$ cat src/rtl/md_control_unit.sv
// RV32 decode control unit: combinational main decode, ID/EX control register, and
// multi-cycle M-extension sequencing (built only when RV_M_EXT_EN is defined).
module md_control_unit #(
    parameter int ALU_CTRL_W = 4,
    parameter int MUL_LAT    = 2,
    parameter int DIV_LAT    = 8
) (
    input  logic                  clk,
    input  logic                  rst,
    input  logic                  valid_d,
    input  logic [6:0]            op,
    input  logic [2:0]            funct3,
    input  logic [6:0]            funct7,
    input  logic                  stall_e,
    input  logic                  flush_e,
    output logic [2:0]            imm_src_d,
    output logic                  busy_d,
    output logic                  valid_e,
    output logic                  reg_write_e,
    output logic                  mem_write_e,
    output logic                  jump_e,
    output logic                  branch_e,
    output logic                  alu_src_a_e,
    output logic                  alu_src_b_e,
    output logic                  adder_src_e,
    output logic [1:0]            res_src_e,
    output logic [ALU_CTRL_W-1:0] alu_control_e,
    output logic                  md_start_e,
    output logic [2:0]            md_op_e,
    output logic                  illegal_e
);

    localparam logic [6:0] OP_LOAD   = 7'b0000011;
    localparam logic [6:0] OP_IMM    = 7'b0010011;
    localparam logic [6:0] OP_AUIPC  = 7'b0010111;
    localparam logic [6:0] OP_STORE  = 7'b0100011;
    localparam logic [6:0] OP_REG    = 7'b0110011;
    localparam logic [6:0] OP_LUI    = 7'b0110111;
    localparam logic [6:0] OP_BRANCH = 7'b1100011;
    localparam logic [6:0] OP_JALR   = 7'b1100111;
    localparam logic [6:0] OP_JAL    = 7'b1101111;
    localparam logic [6:0] F7_MD     = 7'b0000001;

    typedef struct packed {
        logic       reg_write;
        logic [1:0] res_src;
        logic       mem_write;
        logic       jump;
        logic       branch;
        logic       alu_src_a;
        logic       alu_src_b;
        logic       adder_src;
        logic [3:0] alu;
        logic       illegal;
    } ctrl_t;

    ctrl_t       ctrl_d, ctrl_e;
    logic [12:0] cw;
    logic        valid_q;
    logic        busy;
`ifdef RV_M_EXT_EN
    logic        is_md;
`endif

    // alt selects sub (register form only) and sra; funct7[5] is imm[10] for op-imm shifts
    function automatic logic [3:0] arith_alu(input logic [2:0] f3, input logic alt,
                                             input logic is_reg);
        case (f3)
            3'b000:  return (is_reg && alt) ? 4'b0001 : 4'b0000;
            3'b001:  return 4'b0010;
            3'b010:  return 4'b0011;
            3'b011:  return 4'b0100;
            3'b100:  return 4'b0101;
            3'b101:  return alt ? 4'b0111 : 4'b0110;
            3'b110:  return 4'b1000;
            default: return 4'b1001;
        endcase
    endfunction

    always_comb begin
        cw     = '0;
        ctrl_d = '0;
`ifdef RV_M_EXT_EN
        is_md  = 1'b0;
`endif
        case (op)
            OP_LOAD:  cw = 13'b1_01_0_0_0_0_1_0_000;
            OP_IMM: begin
                cw         = 13'b1_00_0_0_0_0_1_0_000;
                ctrl_d.alu = arith_alu(funct3, funct7[5], 1'b0);
            end
            OP_AUIPC: cw = 13'b1_00_0_0_0_1_1_0_100;
            OP_STORE: cw = 13'b0_01_1_0_0_0_1_0_001;
            OP_REG: begin
                if (funct7 == F7_MD) begin
`ifdef RV_M_EXT_EN
                    cw    = 13'b1_11_0_0_0_0_0_0_000;
                    is_md = 1'b1;
`else
                    ctrl_d.illegal = 1'b1;
`endif
                end else begin
                    cw         = 13'b1_00_0_0_0_0_0_0_000;
                    ctrl_d.alu = arith_alu(funct3, funct7[5], 1'b1);
                end
            end
            OP_LUI: begin
                cw         = 13'b1_00_0_0_0_0_0_0_100;
                ctrl_d.alu = 4'b1101;
            end
            OP_BRANCH: begin
                cw = 13'b0_00_0_0_1_0_0_0_010;
                case (funct3[2:1])
                    2'b00:   ctrl_d.alu = 4'b1010;
                    2'b10:   ctrl_d.alu = 4'b1011;
                    2'b11:   ctrl_d.alu = 4'b1100;
                    default: begin
                        ctrl_d.alu     = 4'b1010;
                        ctrl_d.illegal = 1'b1;
                    end
                endcase
            end
            OP_JALR:  cw = 13'b1_10_0_1_0_0_0_1_000;
            OP_JAL:   cw = 13'b1_10_0_1_0_0_0_0_011;
            default:  ctrl_d.illegal = 1'b1;
        endcase
        {ctrl_d.reg_write, ctrl_d.res_src, ctrl_d.mem_write, ctrl_d.jump, ctrl_d.branch,
         ctrl_d.alu_src_a, ctrl_d.alu_src_b, ctrl_d.adder_src} = cw[12:3];
        imm_src_d = cw[2:0];
    end

    always_ff @(posedge clk or posedge rst) begin
        if (rst) begin
            valid_q <= 1'b0;
            ctrl_e  <= '0;
        end else if (flush_e) begin
            valid_q <= 1'b0;
            ctrl_e  <= '0;
        end else if (!(stall_e || busy)) begin
            valid_q <= valid_d;
            ctrl_e  <= valid_d ? ctrl_d : '0;
        end
    end

`ifdef RV_M_EXT_EN
    localparam int MAX_LAT = (MUL_LAT > DIV_LAT) ? MUL_LAT : DIV_LAT;
    localparam int CNT_W   = (MAX_LAT > 1) ? $clog2(MAX_LAT) : 1;
    localparam logic [CNT_W-1:0] MUL_CNT = CNT_W'(MUL_LAT - 1);
    localparam logic [CNT_W-1:0] DIV_CNT = CNT_W'(DIV_LAT - 1);

    typedef enum logic {IDLE, MD_BUSY} state_t;

    state_t           state, state_nxt;
    logic [CNT_W-1:0] cnt, cnt_nxt, issue_cnt;
    logic             issue;
    logic             start_q;
    logic [2:0]       md_op_q;

    assign issue     = valid_d && is_md && !stall_e && (state == IDLE);
    assign issue_cnt = funct3[2] ? DIV_CNT : MUL_CNT;
    assign busy      = (state == MD_BUSY);

    always_ff @(posedge clk or posedge rst) begin
        if (rst) begin
            state <= IDLE;
            cnt   <= '0;
        end else begin
            state <= state_nxt;
            cnt   <= cnt_nxt;
        end
    end

    // Zero issue count means a single-cycle op: it never enters MD_BUSY
    always_comb begin
        state_nxt = state;
        cnt_nxt   = cnt;
        if (flush_e) begin
            state_nxt = IDLE;
            cnt_nxt   = '0;
        end else begin
            case (state)
                IDLE: begin
                    if (issue && issue_cnt != '0) begin
                        state_nxt = MD_BUSY;
                        cnt_nxt   = issue_cnt;
                    end
                end
                MD_BUSY: begin
                    cnt_nxt = cnt - 1'b1;
                    if (cnt == CNT_W'(1)) state_nxt = IDLE;
                end
                default: state_nxt = IDLE;
            endcase
        end
    end

    always_ff @(posedge clk or posedge rst) begin
        if (rst) begin
            start_q <= 1'b0;
            md_op_q <= '0;
        end else if (flush_e) begin
            start_q <= 1'b0;
            md_op_q <= '0;
        end else if (stall_e || busy) begin
            start_q <= 1'b0;
        end else begin
            start_q <= valid_d && is_md;
            md_op_q <= (valid_d && is_md) ? funct3 : 3'b000;
        end
    end

    assign md_start_e = start_q;
    assign md_op_e    = md_op_q;
`else
    assign busy       = 1'b0;
    assign md_start_e = 1'b0;
    assign md_op_e    = 3'b000;
`endif

    assign busy_d        = busy;
    assign valid_e       = valid_q;
    assign reg_write_e   = ctrl_e.reg_write;
    assign res_src_e     = ctrl_e.res_src;
    assign mem_write_e   = ctrl_e.mem_write;
    assign jump_e        = ctrl_e.jump;
    assign branch_e      = ctrl_e.branch;
    assign alu_src_a_e   = ctrl_e.alu_src_a;
    assign alu_src_b_e   = ctrl_e.alu_src_b;
    assign adder_src_e   = ctrl_e.adder_src;
    assign alu_control_e = ALU_CTRL_W'(ctrl_e.alu);
    assign illegal_e     = ctrl_e.illegal;

endmodule

$ cat config.mk
export PLATFORM = sky130hd
export DESIGN_NAME = md_control_unit
export DESIGN_NICKNAME = d
export VERILOG_FILES = /design/src/rtl/md_control_unit.sv
export SDC_FILE = /design/constraint.sdc
export NUM_CORES = 1
export LEC_CHECK = 0
export ABC_CLOCK_PERIOD_IN_PS = 1450
export CAP_MARGIN = 15
export CORE_MARGIN = 3
export CORE_UTILIZATION = 43
export DETAILED_ROUTE_END_ITERATION = 6
export PLACE_DENSITY = 0.8
export SYNTH_ARGS = -nofsm -noshare
export SYNTH_HDL_FRONTEND = slang
export SYNTH_SLANG_ARGS = --single-unit
$ cat constraint.sdc
create_clock -name clk -period 1.45 [get_ports clk]
set_clock_uncertainty 0.1 [all_clocks]
set_input_delay 0.2175 -clock clk [delete_from_list [all_inputs] [get_ports clk]]
set_output_delay 0.2175 -clock clk [all_outputs]
set_load 0.02 [all_outputs]
==> results of run 1 <==
-- Yosys cell counts, types with 3 or more instances --
master / number / share of area (%)
sky130_fd_sc_hd__nand2_1: 17 / 5.8
sky130_fd_sc_hd__dfrtp_1: 14 / 32
sky130_fd_sc_hd__o21ai_0: 7 / 3.2
sky130_fd_sc_hd__buf_4: 6 / 4.1
sky130_fd_sc_hd__nor2_1: 6 / 2.1
sky130_fd_sc_hd__a21oi_1: 5 / 2.3
sky130_fd_sc_hd__buf_2: 5 / 2.3
sky130_fd_sc_hd__nand2b_1: 4 / 2.3
sky130_fd_sc_hd__inv_1: 3 / 1.0
sky130_fd_sc_hd__nand3b_1: 3 / 2.1
sky130_fd_sc_hd__o21ai_1: 3 / 1.4
-- critical path, delay by kind of cell --
kind	cells	cell delay, ps
compound gates	3	540
simple gates	1	240
buf+inv	2	620
-- through the flow --
| stage | setup TNS, ps | util [%] |
|---|---|---|
| final | -73.0 | 83.1 |
| after global routing | -317 | 83.1 |
| after CTS | 0 | 80.7 |
| after detailed placement | -6780 | 72.7 |
| after global placement | -6140 | 72.7 |
| after floorplan | 0 | - |
-- registers in the layout, indices dropped and copies added, names as in the netlist --
name           count
alu_control_e      4
res_src_e          2
adder_src_e        1
alu_src_a_e        1
alu_src_b_e        1
branch_e           1
illegal_e          1
mem_write_e        1
reg_write_e        1
valid_e            1
-- per-layer routing --
| metal | track usage [%] | vias to the layer above |
|---|---|---|
| li1 | - | 609 |
| met1 | 33.2 | 676 |
| met2 | 47.2 | 131 |
| met3 | 5.06 | 33 |
| met4 | 13.6 | 0 |
| met5 | 0 | - |
-- cells by family after synthesis --
family                    Yosys count  synth area share [%]
DFF                                14                  32.0
and+or+nand+nor                    52                  31.7
other                               1                 0.343
buffers and inverters              16                  8.81
xor gates and xnor gates            1                 0.801
AOI/OAI and AO/OA                  38                  26.3
-- path summary, 6_finish.rpt --
| check | cells after the start | end | slack, ps |
|---|---|---|---|
| max | 6 | alu_control_e[2] | -60 |
| min | 3 | alu_control_e[3] | 120 |
| max reg2reg | 2 | reg_write_e | 550 |
| min reg2reg | 2 | adder_src_e | 380 |
| max in group asynchronous | 3 | reg_write_e | 960 |
| min in group clk | 4 | adder_src_e | 310 |
-- where the power goes --
part | switching (mW) | total [mW] | internal, mW
Sequential | 0.00193 | 0.396 | 0.394
Combinational | 0.161 | 0.323 | 0.162
Clock | 0.138 | 0.291 | 0.153
-- what timing repair did --
action / in CTS / in global routing
pin swaps: 13 / 11
hold buffers: 0 / 0
gates resized for setup: 74 / 11
buffers inserted: 16 / 2
cloned: 0 / 0
setup endpoints to repair: 25 / 9
-- final cells by class --
cell class / count / area, sq um / share of cell area, %
multi-input combinational: 96 / 753 / 39.1
timing repair buffer: 87 / 739 / 38.4
sequential: 14 / 350 / 18.2
clock buffer: 4 / 36.3 / 1.88
tap: 28 / 35.0 / 1.82
inverter: 3 / 11.3 / 0.585
==> impl.org, run 1 <==
** Critical path
- Critical setup path kind :: in2reg
- The worst setup path is captured at a register.
- Crit-path slowest cell :: sky130_fd_sc_hd__clkdlybuf4s50_1
- Along the worst path, the maximum fanout reaches 3.
- Largest stage delay on the critical path :: 470 ps
- At the worst endpoint, the arrival time is 1620 ps.
- Category of the worst setup path launch point :: primary input
- Launch point of the worst reg-to-reg path :: reg_write_e
- Endpoint required time on the critical path :: 1560 ps
- Tracing the worst setup path back leads to its startpoint at funct7[3].
- List of cells traversed by the critical path :: clkdlybuf4s50_1, and4bb_1, a211oi_4, buf_6, a32oi_1, o21ai_1

** STA
- Highest clock rate :: 661 MHz
- The smallest clock period supported by the final layout is computed as 1510 ps.
- Across all hold checks on the routed design, the worst slack comes to approximately 120 ps.
- Slew Limit Fails :: 0
- After layout, the worst path uses 104% of the clock period.
- RSZ-0062 raised after global routing :: yes
- Final WS setup :: -63.5 ps
- Setup violations remaining at the end of the flow were counted as 2.
- The final hold violation count is 0.

** Floorplanning
- Die Outline Area :: 3180 sq um
- The core region is approximately 2300 sq um.
- For this design the top-level I/O count stands at 45.
- Die Y :: between 50 and 60 microns
- Die outline width :: roughly 56 microns
- Starting density of the core :: 47.2%
- The floorplan has 17 rows.

** Detailed routing
- Number of remaining DRC errors :: 0
- Dividing the detail-routed wire length by the instance count gives 20.2 microns.
- Via count :: 1,449
- The detail route stage leaves a number of antenna-violating nets equal to 0.
- Detailed routing placed a total of 2.35 mm of wire on met2.
- DRT Pass-1 Iters :: 4
- The detailed router finished its first iteration with 100 violations.
- After detailed routing, the met3 layer carries 461 microns of wire.
- Highest metal layer with signal wires :: met4
- The detailed router put a total of 1.66 mm of wire on met1.
- For this block, the routed nets add up to 4.70 mm of wire.
- Using the TritonRoute via totals, the vias-per-cell ratio works out to 6.25.

** Finish
- The finished layout holds 232 standard cells, fillers aside.
- Of the cells placed in the final design, the portion with a size suffix greater than 1 is ~40%.
- Post-route standard cell area excluding fillers :: 1930 sq um
- The library cells used most frequently in the layout, excluding fill and tap cells, are sky130_fd_sc_hd__buf_4, sky130_fd_sc_hd__dlygate4sd2_1, sky130_fd_sc_hd__nand2_1.
- Ant diodes :: 0
- Total Nets Final :: ~230
- Leaving out fill and tap cells, the most frequent cell in the layout is sky130_fd_sc_hd__buf_4.
- Fill cell count :: 140
- Compared with the post-synthesis result, the final layout area differs by 76.1%.

** Yosys
- Summing every instance area after synthesis gives 1090 sq um.
- Counting flops with an async set or reset pin after synthesis yields a share of 100%.
- Register bit count reported by yosys :: 14
- Most used flip-flop cell after synthesis :: sky130_fd_sc_hd__dfrtp_1
- Post-Synthesis Mean Instance Area :: 8.96 sq um
- Number of enable flip-flop cells after synthesis :: 0
- Distinct cells, synth :: just over 50
- Synthesis handed over a netlist of ~120 instances.
- The Yosys step of the flow raised 0 warnings.
- Sequential element share of the synthesized area :: 32.0%

** Global routing
- Number of antenna violations at the first check in global routing :: 0
- Vias in the first global route :: 1,381
- The total overflow left after global routing is 0.
- Global-route wire length before repair :: about 7 mm
- Entering global routing, the biggest net connects 16 pins.
- Total routing resource utilization after global routing :: 27.8%

** Place
- The number of placed instances, taps included, is around 210.
- Once detailed placement completed, the half-perimeter wirelength came to 2.55 mm.
- Routability-driven placement finished with a final weighted congestion of 0.825.
- Prior to clock tree synthesis, the placed netlist has a worst setup slack of -810 ps.
- Number of port buffers :: 39
- After detailed placement, the total cell area comes to 1690 sq um.

** CTS
- For this design, the sink count on the clock tree is 14.
- CTS H-Tree Depth :: 1
- Clock slew at reported path FFs :: roughly 90 ps
- Maximum root-to-sink buffer count :: 2
- Number of CTS-inserted buffers :: 3
- TritonCTS clock tree :: built
- Insertion delay of the later-clocked pin in the worst-skew pair :: a little under 300 ps
- In this run the clock root is driven by a sky130_fd_sc_hd__clkbuf_4.

** Power
- Power density of the placed cells :: 524 nW/um^2
- The design draws ~1.0 mW.
- Leakage power :: slightly below 1 nW
- VDD sags by at most 0.504 mV.

** Flow run
- Max-capacitance violation count :: 0

** Run status
- Outcome :: complete, but fails checks
- The final reports fail on setup timing.

** Worst hold path
- The tightest min-delay check is of the in2async type.
Note: power is estimated with default switching activity, not from simulation.
==> run 2: changes to the inputs <==
--- a/config.mk
+++ b/config.mk
@@ -10,6 +10,7 @@
 export CORE_MARGIN = 3
 export CORE_UTILIZATION = 43
 export DETAILED_ROUTE_END_ITERATION = 6
+export MAX_ROUTING_LAYER = met4
 export PLACE_DENSITY = 0.8
 export SYNTH_ARGS = -nofsm -noshare
 export SYNTH_HDL_FRONTEND = slang
==> run 2 against run 1 <==
- the flow still finishes with violations (setup timing)
- fmax is 1.6% lower
- design area stayed put
- count of clock-buffer cells in the layout stayed put
- first-iteration DRC count is 6.0% higher
- hold slack better by 2.9 ps
- global-route usage is 0.66 points higher
- critical endpoint unchanged
- via count is 0.62% lower
==> impl.org, run 2 (synthesized netlist as in run 1, its figures left out) <==
** Run status
- Outcome: complete, but fails checks (unchanged).
- Violations in the final reports :: setup timing (unchanged)

** Critical path
- Type of destination of the critical path :: register (unchanged)
- The data required time at the worst endpoint was 1550 ps (was 1560 ps).
- The worst flop-to-flop path startpoint was illegal_e (was reg_write_e).
- Largest stage delay on the critical path :: 470 ps (about the same)
- List of cells traversed by the critical path :: clkdlybuf4s50_1, and4bb_1, a211oi_4, buf_6, a32oi_1, o21ai_1 (unchanged)
- Critical setup path kind :: in2reg (unchanged)
- Critical path origin :: funct7[3] (unchanged)
- Crit-path slowest cell :: sky130_fd_sc_hd__clkdlybuf4s50_1 (unchanged)
- The largest fanout of any net on the critical path was 3 (unchanged).
- Category of the worst setup path launch point :: primary input (unchanged)
- Arrival time reported for the critical path endpoint :: 1640 ps (was 1620 ps)

** Place
- RePlAce Congestion :: 0.837 (was 0.825)
- The detailed-placement wirelength estimate is 2.55 mm (unchanged).
- Number of port buffers :: 39 (unchanged)

** STA
- Slew Limit Fails :: 0 (unchanged)
- The worst setup slack after layout is -88.0 ps (was -63.5 ps).
- Post-route fraction of the period consumed by the critical path :: 106% (was 104%)
- Setup TNS after final layout :: -112 ps (was -73.0 ps)
- Highest clock rate :: 650 MHz (was 661 MHz)
- The final hold violation count came to 0 (unchanged).
- Min Clock Period, post-route :: 1540 ps (was 1510 ps)
- Endpoints failing setup :: 4 (was 2)
- RSZ-0062 raised after global routing :: yes (unchanged)

** Floorplanning
- The core area was 2320 sq um (unchanged).
- The top-level I/O count was 45 (unchanged).
- The number of placement rows is 17 (unchanged).
- The die extent in x was 56.4 microns (unchanged).
- The starting density of the core was 47.2% (unchanged).
- The height of the die came to 56.4 microns (unchanged).
- Die Outline Area :: 3180 sq um (unchanged)

** Detailed routing
- The highest metal layer with signal wires was met4 (unchanged).
- Post-route antenna net violation count :: 0 (unchanged)
- The residual DRC count came to 0 (unchanged).
- The wire length on met3 is 476 microns (was 461 microns).
- The sum of routed wire segments on met1 was 1.58 mm (was 1.66 mm).
- The total length of routed met2 wires was 2.22 mm (was 2.35 mm).
- The length of the first detailed-routing pass in iterations is 5 (was 4).
- The via density per instance came to 6.21 (was 6.25).
- The total number of vias is 1,440 (was 1,449).
- Final wirelength :: 4.60 mm (was 4.70 mm)
- The iteration-0 DRC count of the detailed router is 106 (was 100).
- The mean routed wirelength per cell is 19.8 microns (was 20.2 microns).

** Finish
- Ant diodes :: 0 (unchanged)
- Commonest cells after routing, fill and taps aside: sky130_fd_sc_hd__buf_4, sky130_fd_sc_hd__dlygate4sd2_1, sky130_fd_sc_hd__nand2_1 (unchanged).
- Fraction of final layout cells with drive strength greater than 1 :: 40.7% (unchanged)
- The most common library cell in the layout ignoring fill and taps is sky130_fd_sc_hd__buf_4 (unchanged).
- The post-layout utilization of the core is 83.1% (unchanged).
- Number of flip-flops in the largest register :: 4 (unchanged)
- The area growth from synthesis to layout came to 76.1% (unchanged).
- Total Nets Final :: 227 (unchanged)

** CTS
- The clock net sink count came to 14 (unchanged).
- Maximum root-to-sink buffer count :: 2 (unchanged)
- The H-tree level count was 1 (unchanged).
- The number of buffers inserted during clock tree synthesis is 3 (unchanged).
- Clock slew at reported path FFs :: 90 ps (about the same)
- Root Driver :: sky130_fd_sc_hd__clkbuf_4 (unchanged)
- The insertion delay of the later-clocked pin in the worst-skew pair came to 290 ps (about the same).
- The TritonCTS clock tree is built (unchanged).

** Global routing
- The sum of overflow across all layers after global routing was 0 (unchanged).
- Global-route wire length before repair :: 6.93 mm (about the same)
- Total routing resource utilization after global routing :: 28.4% (was 27.8%)
- Vias in the first global route :: 1,377 (was 1,381)
- The pin count of the biggest net entering global routing was 16 (unchanged).
- The number of antenna violations at the first check in global routing came to 0 (unchanged).

** Worst hold path
- Hold Crit Class :: in2async (unchanged)

** Power
- The leakage power came to 0.966 nW (unchanged).
- Power density of the placed cells :: 522 nW/um^2 (was 524 nW/um^2)
- VDD IR max :: 0.497 mV (was 0.504 mV)

** Flow run
- Max-capacitance violation count :: 0 (unchanged)
==> run 2: layout make-up <==
class,count,area (sq um)
Clock buffer,4,36.3
Fill cell,140,393
Inverter,3,11.3
Multi-Input combinational cell,96,753
Sequential cell,14,350
Tap cell,28,35.0
Timing Repair Buffer,87,739
==> run 2: timing repair <==
item	in CTS	in global routing
pin swaps	13	11
setup endpoints to repair	25	9
buffers inserted	16	2
hold buffers	0	0
endpoints found under the hold margin	0	0
gates resized for setup	74	11
==> run 2: worst max-delay path, delay by kind of cell <==
family / cells / cell delay, ps
buf+inv: 2 / 620
compound gates: 3 / 560
simple gates: 1 / 240
==> run 2: final timing paths <==
kind / endpoint / slack [ps] / cells past startpoint
worst min register to register: adder_src_e / 380 / 2
max in group asynchronous: alu_src_a_e / 970 / 3
worst max register to register: illegal_e / 550 / 2
worst max-delay path: alu_control_e[2] / -90 / 6
min in group clk: adder_src_e / 310 / 4
worst min-delay path: branch_e / 120 / 3
==> run 2: metal layers <==
metal	up-vias	GRT usage (%)
met3	40	4.37
met4	0	13.6
met2	134	47.2
met5	-	-
met1	658	33.3
li1	608	-
==> run 2: report_power, final <==
group / leakage (nW) / switching [mW] / total (mW) / internal (mW)
Combinational: 0.750 / 0.160 / 0.322 / 0.162
Sequential: 0.194 / 0.00192 / 0.395 / 0.394
Clock: 0.0210 / 0.135 / 0.289 / 0.153
==> run 2: stage by stage <==
stage / cells / total power, mW / setup slack (ps) / hold slack, ps / area, sq um
2_1_floorplan: 126 / 0.526 / 8.53 / 6.72 / 1110
3_3_place_gp: 211 / 0.653 / -736 / 360 / 1690
3_5_place_dp: 211 / 0.661 / -810 / 370 / 1690
4_1_cts: 231 / 0.971 / 4.33 / 141 / 1870
5_1_grt: 232 / 1.05 / -167 / 132 / 1930
6_report: 232 / 1.01 / -88.0 / 119 / 1930
